==> src/rtl/conv_bcd_signo.sv <==
// conv_bcd_signo
// Converts a signed two's-complement value (the subtractor result) into a
// sign flag plus packed BCD digits for the seven-segment driver. The
// conversion is iterative shift-and-add-3, one input bit per clock, so no
// wide divider is needed.
//
// Ports:
//   clk      - clock, rising edge
//   rst_n    - asynchronous active-low reset
//   start    - request a conversion (sampled only while idle)
//   in_data  - WIDTH+1 bit signed operand, captured when start is accepted
//   busy     - conversion in progress
//   done     - one-cycle pulse when bcd/neg/ovf carry a new result
//   neg      - result was negative (never set for zero)
//   bcd      - DIGITS packed BCD digits, units in bcd[3:0]
//   ovf      - magnitude did not fit in DIGITS digits (bcd = magnitude mod 10^DIGITS)
module conv_bcd_signo #(
    parameter int WIDTH  = 10,
    parameter int DIGITS = 4
) (
    input  logic                  clk,
    input  logic                  rst_n,
    input  logic                  start,
    input  logic [WIDTH:0]        in_data,
    output logic                  busy,
    output logic                  done,
    output logic                  neg,
    output logic [4*DIGITS-1:0]   bcd,
    output logic                  ovf
);

    localparam int CNT_W = $clog2(WIDTH + 2);

    localparam logic [1:0] IDLE  = 2'd0;
    localparam logic [1:0] SHIFT = 2'd1;
    localparam logic [1:0] DONE  = 2'd2;

    logic [1:0]               state;
    logic [CNT_W-1:0]         cnt;
    logic                     sticky;
    logic                     sign;
    logic                     nonzero;
    logic [WIDTH:0]           mag;
    logic [4*DIGITS-1:0]      acc;
    logic [4*DIGITS-1:0]      acc_adj;
    logic signed [WIDTH:0]    in_signed;
    logic [WIDTH:0]           in_mag;

    // Double-dabble correction: any digit >= 5 gets +3 so the following
    // left shift carries correctly into the next decimal digit.
    function automatic logic [4*DIGITS-1:0] add3_digits(input logic [4*DIGITS-1:0] a);
        logic [4*DIGITS-1:0] r;
        r = a;
        for (int i = 0; i < DIGITS; i++) begin
            if (a[4*i +: 4] >= 4'd5)
                r[4*i +: 4] = a[4*i +: 4] + 4'd3;
        end
        return r;
    endfunction

    // The most negative input negates to 2^WIDTH, which still fits the
    // WIDTH+1 bit unsigned magnitude exactly.
    always_comb begin
        in_signed = $signed(in_data);
        in_mag    = in_signed[WIDTH] ? $unsigned(-in_signed) : $unsigned(in_signed);
        acc_adj   = add3_digits(acc);
    end

    assign busy = (state != IDLE);

    // Control and the visible result registers.
    always_ff @(posedge clk or negedge rst_n) begin
        if (!rst_n) begin
            state  <= IDLE;
            cnt    <= '0;
            sticky <= 1'b0;
            done   <= 1'b0;
            neg    <= 1'b0;
            ovf    <= 1'b0;
            bcd    <= '0;
        end else begin
            done <= 1'b0;
            case (state)
                IDLE: begin
                    if (start) begin
                        state  <= SHIFT;
                        cnt    <= CNT_W'(WIDTH + 1);
                        sticky <= 1'b0;
                    end
                end
                SHIFT: begin
                    // A bit leaving the top digit means the value needs
                    // more than DIGITS digits.
                    sticky <= sticky | acc_adj[4*DIGITS-1];
                    cnt    <= cnt - CNT_W'(1);
                    if (cnt == CNT_W'(1))
                        state <= DONE;
                end
                DONE: begin
                    bcd   <= acc;
                    neg   <= sign & nonzero;
                    ovf   <= sticky;
                    done  <= 1'b1;
                    state <= IDLE;
                end
                default: state <= IDLE;
            endcase
        end
    end

    // Working datapath; never visible on the outputs, so no reset needed.
    always_ff @(posedge clk) begin
        if (state == IDLE && start) begin
            sign    <= in_data[WIDTH];
            nonzero <= |in_data;
            mag     <= in_mag;
            acc     <= '0;
        end else if (state == SHIFT) begin
            {acc, mag} <= {acc_adj[4*DIGITS-2:0], mag, 1'b0};
        end
    end

endmodule
==> config.mk <==
export PLATFORM = sky130hd
export DESIGN_NAME = conv_bcd_signo
export DESIGN_NICKNAME = d
export VERILOG_FILES = /design/src/rtl/conv_bcd_signo.sv
export SDC_FILE = /design/constraint.sdc
export NUM_CORES = 1
export LEC_CHECK = 0
export ABC_AREA = 1
export BUFFER_PORTS_ARGS = -buffer_cell sky130_fd_sc_hd__buf_2
export CAP_MARGIN = 20
export CORE_MARGIN = 1.5
export CORE_UTILIZATION = 61
export CTS_CLUSTER_DIAMETER = 50
export DETAILED_ROUTE_END_ITERATION = 7
export HOLD_SLACK_MARGIN = 0.06
export PLACE_DENSITY = 0.94
export SYNTH_ARGS = -nofsm -noshare
export SYNTH_HDL_FRONTEND = slang
export SYNTH_SLANG_ARGS = --single-unit
==> constraint.sdc <==
create_clock -name clk -period 2.05 [get_ports clk]
set_input_delay 0.205 -clock clk [delete_from_list [all_inputs] [get_ports clk]]
set_output_delay 0.205 -clock clk [all_outputs]
set_load 0.01 [all_outputs]
# Yosys cells after proc, flatten, opt, wreduce, memory -nomap -nowiden
# Cells that the tools add are included.
# classes
multipliers,0
n_mux,15
bitwise,2
add_sub_neg,6
div_mod_pow,0
shifts,0
eq_ne,5
n_lt_le_gt_ge,4
n_reduce_logical,8
# op_table
op,n
$mux 11,3
$mux 4,5
$add 4x2->4 const B,4
$ge 4x3->1 const B,4
$neg 11->11,1
$reduce_or 11->1,1
$pmux 4 s2,1
$reduce_bool 2->1,3
$eq 4x1->1 const B,1
$mux 2,2
$ne 2x2->1 const B,2
$pmux 2 s2,1
$reduce_and 2->1,2
$sub 4x1->4 const B,1
$eq 2x1->1 const B,1
$eq 2x2->1 const B,1
$logic_not 2->1,1
$mux 1,2
$pmux 1 s2,1
$and 1x1->1,1
$logic_and 1x1->1,1
$or 1x1->1,1
# totals
latch_bits,0
output_inout_bits,20
ram_bits,0
memories,0
in_bits,14
reg_bits,55
wordCells,51
mem_bits_ro,0

# Longest topological paths before layout
# Gate-level depths: netlist of run 1.
# logic_depth
ltp_word,4
mapped_depth,9
depth_no_buf,9

# Worst setup path after synthesis of run 1
# Ideal clock, no wire load.
# synth_timing
path_type,reg-to-reg
start,register state[0]
end,register mag[0] (enable)
path_buffers,1
path_stages_with_launch,5
slack_ns,0.805
arrival_ns,0.936
synth_period_minus_slack_ns,1.245
path_cell_list,dfrtp_1 nor2_2 nand2_4 nand2_2 buf_6
# synth_between
elab_chain_cells,3
elab_cells_between_ends,4
classes_between,eq/ne (1); reduce/logical (3)
# synth_lines
item,line_no,text
"start, declared",38,logic [1:0] state;
"start signal, assigned",74,state <= IDLE;
"start signal, assigned",86,state <= SHIFT;
"start signal, assigned",97,state <= DONE;
$logic_not 2->1,113,if (state == IDLE && start) begin
$logic_and 1x1->1,113,
$reduce_bool 2->1 (no source line) (*),--,
"end signal, assigned",116,mag <= in_mag;
"end signal, assigned",119,"{acc, mag} <= {acc_adj[4*DIGITS-2:0], mag, 1'b0};"
"end, declared",43,logic [WIDTH:0] mag;
# Mark *: on every way between the ends. The rest lies on a longest branch, timed or not.
# A chain may end at the register's enable or synchronous reset.

# Worst setup path after layout of run 1
# layout_timing
start,register state[0]
end,register cnt[1]
# layout_between
elab_chain_cells,3
elab_cells_between_ends,6
classes_between,eq/ne (2); mux (1); reduce/logical (3)
# layout_lines
item,line_no,text
$eq 2x1->1 / $logic_not 2->1 (equally long branches),83,case (state)
$reduce_bool 2->1 (no source line) / $ne 2x2->1 (equally long branches),--,
$reduce_and 2->1 (no source line),--,
"end signal, assigned",87,cnt <= CNT_W'(WIDTH + 1);
"end signal, assigned",95,cnt <= cnt - CNT_W'(1);
"end, declared",39,logic [CNT_W-1:0] cnt;
# Parallel ways exist; a longest one is shown, timed or not.

==> run_summary.xml, run 1 <==
<?xml version="1.0" encoding="UTF-8"?>
<metrics>
  <group name="clocking">
    <metric name="cts_buffers" unit="">5</metric>
    <metric name="clkSlewWorstSetupHoldPaths" unit="ns">0.09</metric>
    <metric name="clk-insertion-delay-late" unit="ns">0.31</metric>
    <metric name="cts.repair_timing.setup_buffer_count" unit="">0</metric>
    <metric name="clock_tree_from_tritoncts" unit="">done</metric>
    <metric name="clkSinkCount" unit="">55</metric>
    <metric name="cts.root.buffer_cell" unit="">sky130_fd_sc_hd__clkbuf_8</metric>
    <metric name="cts_resized" unit="">0</metric>
    <metric name="htreeDepth" unit="">2</metric>
    <metric name="clk_path_buf_depth" unit="">2</metric>
  </group>
  <group name="grt">
    <metric name="globalRoute.busiestLayer" unit="">met2</metric>
    <metric name="use_met2" unit="">0.373</metric>
    <metric name="grt_pass1_vias" unit="">1998</metric>
    <metric name="number_of_antenna_violations_at_the_first_check_in_global_routing" unit="">0</metric>
    <metric name="grt-ovfl-total" unit="">0</metric>
    <metric name="pin_count_of_the_biggest_net_entering_global_routing" unit="">36</metric>
    <metric name="met1_usage" unit="">0.286</metric>
    <metric name="met3_layer_usage_reported_by_global_route" unit="">0.0570</metric>
    <metric name="grt_pass1_wl" unit="µm">8760</metric>
    <metric name="globalRouteTotalUtil" unit="">0.225</metric>
  </group>
  <group name="floorplan">
    <metric name="die_h" unit="µm">69.1</metric>
    <metric name="rows" unit="">23</metric>
    <metric name="core-area" unit="mm²">0.00409</metric>
    <metric name="floorplan.initialDensity" unit="">0.652</metric>
    <metric name="floorplan.die_area" unit="mm²">0.00477</metric>
    <metric name="io_pins" unit="">34</metric>
    <metric name="horiz_die_dim" unit="µm">69.1</metric>
  </group>
  <group name="worst_setup_path">
    <metric name="setup.worst_path.start_class" unit="">flop</metric>
    <metric name="crit_path_cell_trace" unit="">nor2_2 &gt; nand2_4 &gt; nand2_2 &gt; inv_1 &gt; a22oi_1</metric>
    <metric name="max_stage_delay" unit="ns">0.47</metric>
    <metric name="worstPathArrival" unit="ns">1.86</metric>
    <metric name="worst_path_max_delay_cell" unit="">sky130_fd_sc_hd__nand2_2</metric>
    <metric name="crit_family" unit="">simple AND/OR/NAND/NOR gates</metric>
    <metric name="timing.critical_path.fanout_max" unit="">25</metric>
    <metric name="worst_ep_required_time" unit="ns">2.27</metric>
    <metric name="worst-setup-path-type" unit="">reg -&gt; reg</metric>
    <metric name="critical_path.endpoint_type" unit="">flop</metric>
    <metric name="critical_path_buf_inv_count" unit="">1</metric>
  </group>
  <group name="synthesis">
    <metric name="avgSynthCellArea" unit="µm²">8.65</metric>
    <metric name="synth-warning-count" unit="">0</metric>
    <metric name="synth.lib_cells_used.distinct" unit="">26</metric>
    <metric name="postSynthRegisterBits" unit="">55</metric>
    <metric name="postSynthCellCount" unit="">308</metric>
    <metric name="syn_nets" unit="">333</metric>
    <metric name="synth_seq_area_share" unit="">0.511</metric>
    <metric name="mappedNetlistArea" unit="mm²">0.00266</metric>
  </group>
  <group name="placement">
    <metric name="detailed_place_hpwl" unit="µm">3550</metric>
    <metric name="io_buffers" unit="">33</metric>
    <metric name="gpl.final_weighted_congestion" unit="">0.821</metric>
    <metric name="place.detailed.instances" unit="">383</metric>
    <metric name="placedInstanceArea" unit="mm²">0.00283</metric>
  </group>
  <group name="sta">
    <metric name="slew_headroom" unit="">0.613</metric>
    <metric name="max_slew.worst_pin.slew" unit="ns">0.579</metric>
    <metric name="timing.hold.ws" unit="ns">0.277</metric>
    <metric name="finalSetupTns" unit="ns">0</metric>
    <metric name="max_clock_freq" unit="GHz">0.608</metric>
    <metric name="final_period_minus_worst_setup_slack" unit="ns">1.64</metric>
    <metric name="final_setup_violation_count" unit="">0</metric>
    <metric name="rsz0062_at_grt" unit="">no</metric>
    <metric name="finalCritPeriodShare" unit="">0.802</metric>
    <metric name="final-max-slew-violation-count" unit="">0</metric>
    <metric name="worst_clock_skew" unit="ns">0.00946</metric>
    <metric name="report.final.hold_viol_count" unit="">0</metric>
  </group>
  <group name="finish">
    <metric name="final_cell_area" unit="mm²">0.00292</metric>
    <metric name="layout_common_cells" unit="">sky130_fd_sc_hd__nand2_1 (74), sky130_fd_sc_hd__o21ai_0 (39), sky130_fd_sc_hd__inv_1 (34)</metric>
    <metric name="post-route-util" unit="">0.716</metric>
    <metric name="commonest_non_fill_non_tap_cell_in_the_layout" unit="">sky130_fd_sc_hd__nand2_1</metric>
    <metric name="finish.net_count" unit="">366</metric>
    <metric name="layout-area-overhead-vs-synth" unit="%">9.77</metric>
    <metric name="fin_cells" unit="">392</metric>
    <metric name="drive_above_1_share" unit="">0.158</metric>
    <metric name="antenna_cells" unit="">0</metric>
  </group>
  <group name="power_and_ir_drop">
    <metric name="power.share.clock" unit="">0.131</metric>
    <metric name="static_leakage" unit="nW">1.42</metric>
    <metric name="power.density_cell_area" unit="mW/mm²">1490</metric>
    <metric name="sequential_share_of_power" unit="">0.445</metric>
    <metric name="pwr-share-comb" unit="">0.424</metric>
    <metric name="p_int" unit="W">0.00258</metric>
    <metric name="p_switching" unit="W">0.00177</metric>
    <metric name="vdd.ir_drop.worst" unit="V">0.000505</metric>
    <metric name="power.switching_fraction" unit="">0.406</metric>
  </group>
  <group name="hold_path">
    <metric name="worst_hold_path_type" unit="">in -&gt; reg</metric>
  </group>
  <group name="drt">
    <metric name="antenna_violating_nets_post_route" unit="">0</metric>
    <metric name="drt_pass1_iterations" unit="">4</metric>
    <metric name="routed-via-count" unit="">2116</metric>
    <metric name="drc" unit="">0</metric>
    <metric name="initial_drt_markers" unit="">149</metric>
    <metric name="drt-vias-per-instance" unit="">5.40</metric>
    <metric name="routed_wire_length_per_instance" unit="µm">13.0</metric>
    <metric name="drt-total-wl" unit="µm">5080</metric>
  </group>
  <group name="status">
    <metric name="run_status" unit="">finished, final reports clean</metric>
  </group>
  <group name="run">
    <metric name="cap_viol_max_count" unit="">0</metric>
  </group>
</metrics>
cells by family (layout without fill, tap and decap cells):
group	count (synthesis)	in the layout	synth area share
simple gates	125	125	0.202
buf+inv	46	80	0.0770
compound gates	64	64	0.135
xor+xnor	7	7	0.0230
flops	55	55	0.511
fa+ha+maj	11	11	0.0517
cells in the mapped netlist, drive strengths merged:
library cell	n	area share
a21oi	9	0.017
a22oi	2	0.0056
a31oi	3	0.0070
buf	8	0.023
clkbuf	1	0.0019
dfrtp	26	0.24
dfxtp	16	0.12
edfxtp	13	0.15
ha	11	0.052
inv	37	0.052
nand2	77	0.11
nand3	22	0.043
nand4	3	0.0070
nor2	23	0.039
o21ai	46	0.086
o22ai	4	0.019
xor2	7	0.023
flip-flops by register name, indices dropped and copies added, names as in the netlist:
register and count:
neg 1, ovf 1, done 1, acc 16
cnt 4, sign 1, nonzero 1, state 2
mag 11, sticky 1, bcd 16
worst paths after layout:
| path | start | to | depth (start not counted) | slack, ns |
|---|---|---|---|---|
| worst max-delay path | state[0] | cnt[1] | 5 | 0.41 |
| max in group asynchronous | rst_n | state[1] | 2 | 1.24 |
| min in group asynchronous | rst_n | bcd[1] | 2 | 0.42 |
| worst min-delay path | in_data[10] | sign | 1 | 0.28 |
| worst min register to register | bcd[5] | bcd[5] | 2 | 0.49 |
| worst max register to register | state[0] | cnt[1] | 5 | 0.41 |
metrics by stage:
step	setup WS, ns	power, W
floorplan	0.805	0.00330
global placement	0.496	0.00365
detailed placement	0.433	0.00379
CTS	0.423	0.00436
global route	0.260	0.00474
finish	0.405	0.00435
layer usage:
metal	up-vias	routed length (µm)
met3	6	226
li1	1072	-
met1	981	2290
met2	57	2490
met4	0	71
met5	-	0
power by group through the flow:
| stage | clock, W | combinational (W) | sequential, W |
|---|---|---|---|
| 6_report | 0.000570 | 0.00184 | 0.00193 |
| 4_1_cts | 0.000580 | 0.00185 | 0.00193 |
| 3_5_place_dp | 0 | 0.00184 | 0.00195 |
| 2_1_floorplan | 0 | 0.00135 | 0.00196 |
| 5_1_grt | 0.000640 | 0.00211 | 0.00199 |
| 3_3_place_gp | 0 | 0.00173 | 0.00192 |
what timing repair did:
item                                    in CTS  in global routing
hold buffers                                 1                  0
hold endpoints to repair                    26                  0
endpoints found under the setup margin       0                  0
area by class of cell:
type | instances | area, µm²
clock inverter | 1 | 5.00
tap | 50 | 62.6
inverter | 37 | 139
multi-input combinational | 207 | 1100
timing repair buffer | 35 | 183
clock buffer | 7 | 76.3
sequential | 55 | 1360
fill | 327 | 1160
Note: power is estimated with default switching activity, not from simulation.
==> run 2, diff against run 1 <==
--- a/config.mk
+++ b/config.mk
@@ -5,15 +5,15 @@
 export SDC_FILE = /design/constraint.sdc
 export NUM_CORES = 1
 export LEC_CHECK = 0
-export ABC_AREA = 1
+export ABC_AREA = 0
 export BUFFER_PORTS_ARGS = -buffer_cell sky130_fd_sc_hd__buf_2
 export CAP_MARGIN = 20
 export CORE_MARGIN = 1.5
-export CORE_UTILIZATION = 61
+export CORE_UTILIZATION = 51
 export CTS_CLUSTER_DIAMETER = 50
 export DETAILED_ROUTE_END_ITERATION = 7
 export HOLD_SLACK_MARGIN = 0.06
-export PLACE_DENSITY = 0.94
+export PLACE_DENSITY = 0.86
 export SYNTH_ARGS = -nofsm -noshare
 export SYNTH_HDL_FRONTEND = slang
 export SYNTH_SLANG_ARGS = --single-unit
==> constraint.sdc (replaced) <==
create_clock -name clk -period 1.4 [get_ports clk]
set_input_delay 0.14 -clock clk [delete_from_list [all_inputs] [get_ports clk]]
set_output_delay 0.14 -clock clk [all_outputs]
set_load 0.01 [all_outputs]
==> run_summary.xml, run 2 <==
<?xml version="1.0" encoding="UTF-8"?>
<metrics>
  <group name="sta">
    <metric name="max_clock_freq" unit="GHz">0.698</metric>
    <metric name="worst_clock_skew" unit="ns">0.00485</metric>
    <metric name="finalCritPeriodShare" unit="">1.02</metric>
    <metric name="final-max-slew-violation-count" unit="">0</metric>
    <metric name="report.final.hold_viol_count" unit="">0</metric>
    <metric name="final_period_minus_worst_setup_slack" unit="ns">1.43</metric>
    <metric name="max_slew.worst_pin.slew" unit="ns">0.591</metric>
    <metric name="rsz0062_at_grt" unit="">yes</metric>
    <metric name="final_setup_violation_count" unit="">1</metric>
    <metric name="finalWorstSetupSlack" unit="ns">-0.0325</metric>
    <metric name="timing.hold.ws" unit="ns">0.169</metric>
    <metric name="slew_headroom" unit="">0.606</metric>
  </group>
  <group name="synthesis">
    <metric name="synth-edff-count" unit="">13</metric>
    <metric name="postSynthCellCount" unit="">251</metric>
    <metric name="avgSynthCellArea" unit="µm²">10.3</metric>
    <metric name="synth_top_area_frac" unit="">0.251</metric>
    <metric name="synth.lib_cells_used.distinct" unit="">38</metric>
    <metric name="synth_top_flop_cell" unit="">sky130_fd_sc_hd__dfrtp_1</metric>
    <metric name="synthTopCellsByArea" unit="">sky130_fd_sc_hd__dfrtp_1 (25%), sky130_fd_sc_hd__edfxtp_1 (15%), sky130_fd_sc_hd__dfxtp_1 (12%), sky130_fd_sc_hd__o21ai_0 (6.8%), sky130_fd_sc_hd__mux2_2 (5.6%)</metric>
    <metric name="synthDominantAreaCellType" unit="">sky130_fd_sc_hd__dfrtp_1</metric>
    <metric name="mappedNetlistArea" unit="mm²">0.00259</metric>
    <metric name="synthMostInstantiatedCell" unit="">sky130_fd_sc_hd__o21ai_0</metric>
    <metric name="postSynthRegisterBits" unit="">55</metric>
    <metric name="yosys-top-cells-count" unit="">sky130_fd_sc_hd__o21ai_0 (35), sky130_fd_sc_hd__nand2_1 (27), sky130_fd_sc_hd__dfrtp_1 (26)</metric>
    <metric name="synth_seq_area_share" unit="">0.525</metric>
    <metric name="syn_nets" unit="">276</metric>
    <metric name="async_reset_ff_frac" unit="">0.473</metric>
    <metric name="synth-warning-count" unit="">0</metric>
  </group>
  <group name="finish">
    <metric name="antenna_cells" unit="">0</metric>
    <metric name="filler_cell_count" unit="">339</metric>
    <metric name="layout-area-overhead-vs-synth" unit="%">33.2</metric>
    <metric name="drive_above_1_share" unit="">0.421</metric>
    <metric name="layout_common_cells" unit="">sky130_fd_sc_hd__buf_4 (38), sky130_fd_sc_hd__buf_2 (32), sky130_fd_sc_hd__o21ai_0 (29)</metric>
    <metric name="top_regs" unit="">acc x16, bcd x16, mag x11</metric>
    <metric name="finish.net_count" unit="">347</metric>
    <metric name="commonest_non_fill_non_tap_cell_in_the_layout" unit="">sky130_fd_sc_hd__buf_4</metric>
  </group>
  <group name="drt">
    <metric name="routed-via-count" unit="">2067</metric>
    <metric name="routed_wire_length_per_instance" unit="µm">14.9</metric>
    <metric name="drt-vias-per-instance" unit="">5.30</metric>
    <metric name="initial_drt_markers" unit="">122</metric>
    <metric name="drt_pass1_iterations" unit="">4</metric>
    <metric name="drc" unit="">0</metric>
    <metric name="drt-total-wl" unit="µm">5820</metric>
    <metric name="antenna_violating_nets_post_route" unit="">0</metric>
  </group>
  <group name="floorplan">
    <metric name="floorplan.die_area" unit="mm²">0.00552</metric>
    <metric name="die_h" unit="µm">74.3</metric>
    <metric name="rows" unit="">25</metric>
    <metric name="floorplan.initialDensity" unit="">0.538</metric>
    <metric name="io_pins" unit="">34</metric>
    <metric name="horiz_die_dim" unit="µm">74.3</metric>
    <metric name="core-area" unit="mm²">0.00482</metric>
  </group>
  <group name="worst_setup_path">
    <metric name="worst-setup-path-type" unit="">reg -&gt; reg</metric>
    <metric name="critical_path.endpoint_type" unit="">flop</metric>
    <metric name="setup.worst_path.start_class" unit="">flop</metric>
    <metric name="worst_ep_required_time" unit="ns">1.66</metric>
    <metric name="timing.critical_path.fanout_max" unit="">4</metric>
    <metric name="worstPathArrival" unit="ns">1.69</metric>
  </group>
  <group name="power_and_ir_drop">
    <metric name="power.density_cell_area" unit="mW/mm²">2130</metric>
    <metric name="vdd.ir_drop.worst" unit="V">0.000805</metric>
    <metric name="static_leakage" unit="nW">1.55</metric>
  </group>
  <group name="clocking">
    <metric name="cts.root.buffer_cell" unit="">sky130_fd_sc_hd__clkbuf_8</metric>
    <metric name="clk-insertion-delay-late" unit="ns">0.31</metric>
    <metric name="cts_buffers" unit="">5</metric>
    <metric name="clk_path_buf_depth" unit="">2</metric>
    <metric name="clkSinkCount" unit="">55</metric>
    <metric name="htreeDepth" unit="">2</metric>
    <metric name="clock_tree_from_tritoncts" unit="">done</metric>
    <metric name="clkSlewWorstSetupHoldPaths" unit="ns">0.09</metric>
  </group>
  <group name="status">
    <metric name="run_status" unit="">finished, violations left</metric>
    <metric name="failing_checks" unit="">negative setup slack</metric>
  </group>
  <group name="hold_path">
    <metric name="worst_hold_path_type" unit="">in -&gt; reg</metric>
  </group>
  <group name="placement">
    <metric name="gpl.final_weighted_congestion" unit="">0.728</metric>
    <metric name="io_buffers" unit="">33</metric>
    <metric name="detailed_place_hpwl" unit="µm">3670</metric>
    <metric name="preCtsSetupSlack" unit="ns">-0.384</metric>
  </group>
  <group name="grt">
    <metric name="grt_pass1_vias" unit="">1931</metric>
    <metric name="number_of_antenna_violations_at_the_first_check_in_global_routing" unit="">0</metric>
    <metric name="globalRouteTotalUtil" unit="">0.206</metric>
    <metric name="pin_count_of_the_biggest_net_entering_global_routing" unit="">29</metric>
    <metric name="grt-ovfl-total" unit="">0</metric>
    <metric name="grt_pass1_wl" unit="µm">8540</metric>
  </group>
  <group name="run">
    <metric name="cap_viol_max_count" unit="">0</metric>
  </group>
</metrics>
## run 2: worst paths after layout
kind / cells past startpoint / slack (ns) / to / start
worst max-delay path: 6 / -0.03 / acc[14] / acc[12]
worst min-delay path: 3 / 0.17 / mag[0] / in_data[0]
worst max register to register: 6 / -0.03 / acc[14] / acc[12]
worst min register to register: 2 / 0.49 / bcd[13] / bcd[13]
max in group asynchronous: 2 / 0.65 / neg / rst_n
min in group asynchronous: 2 / 0.36 / bcd[12] / rst_n
## run 2: critical path, stage by stage (launching register included)
cell                       delay (ns)
sky130_fd_sc_hd__dfxtp_2         0.37
sky130_fd_sc_hd__inv_1           0.14
sky130_fd_sc_hd__ha_4            0.19
sky130_fd_sc_hd__nand2b_4        0.07
sky130_fd_sc_hd__a21oi_4         0.17
sky130_fd_sc_hd__mux2_4          0.32
sky130_fd_sc_hd__o21ai_2         0.12
## run 2: area by class of cell
type	instances	area (µm²)	share of cell area
sequential	55	1370	0.396
multi-input combinational	170	1290	0.375
timing repair buffer	75	518	0.150
clock buffer	7	108	0.0311
tap	67	83.8	0.0243
clock inverter	1	5.00	0.00145
inverter	15	76.3	0.0221
## run 2: logic make-up (layout without fill, tap and decap cells)
logic type,after synthesis,after routing,synth area share
muxes,14,14,0.0603
and+or+nand+nor,68,68,0.126
adders and majority gates,11,11,0.0531
DFF,55,55,0.525
xor gates and xnor gates,16,16,0.0540
AOI/OAI and AO/OA,61,61,0.137
buffers and inverters,26,98,0.0453
## run 2: per-layer routing
layer / track usage / up-vias / share of wire
li1: - / 1011 / -
met3: 0.0501 / 14 / 0.035
met2: 0.366 / 53 / 0.54
met1: 0.243 / 989 / 0.40
met5: 0 / - / 0
met4: 0.0687 / 0 / 0.022
## run 2: timing repair
| item | in CTS | in global routing |
|---|---|---|
| endpoints found under the setup margin | 6 | 20 |
| pin swaps | 4 | 7 |
| gates resized for setup | 17 | 31 |
| buffers inserted | 1 | 6 |
| endpoints found under the hold margin | 26 | 0 |
| hold buffers | 1 | 0 |
## run 2: per-stage QoR
stage	power (W)	std cells	TNS, ns	util	instance area, µm²
final	0.00737	390	-0.0325	0.717	3450
after global routing	0.00784	390	-0.150	0.717	3450
after CTS	0.00674	384	0	0.680	3280
after detailed placement	0.00560	374	-1.91	0.647	3120
after global placement	0.00541	374	-1.46	0.647	3120
after floorplan	0.00448	251	-0.266	-	2650
## run 2: power breakdown
part	switching [W]	internal [W]
registers	0.000472	0.00240
clock network	0.000522	0.000508
logic	0.00176	0.00171
total	0.00275	0.00462
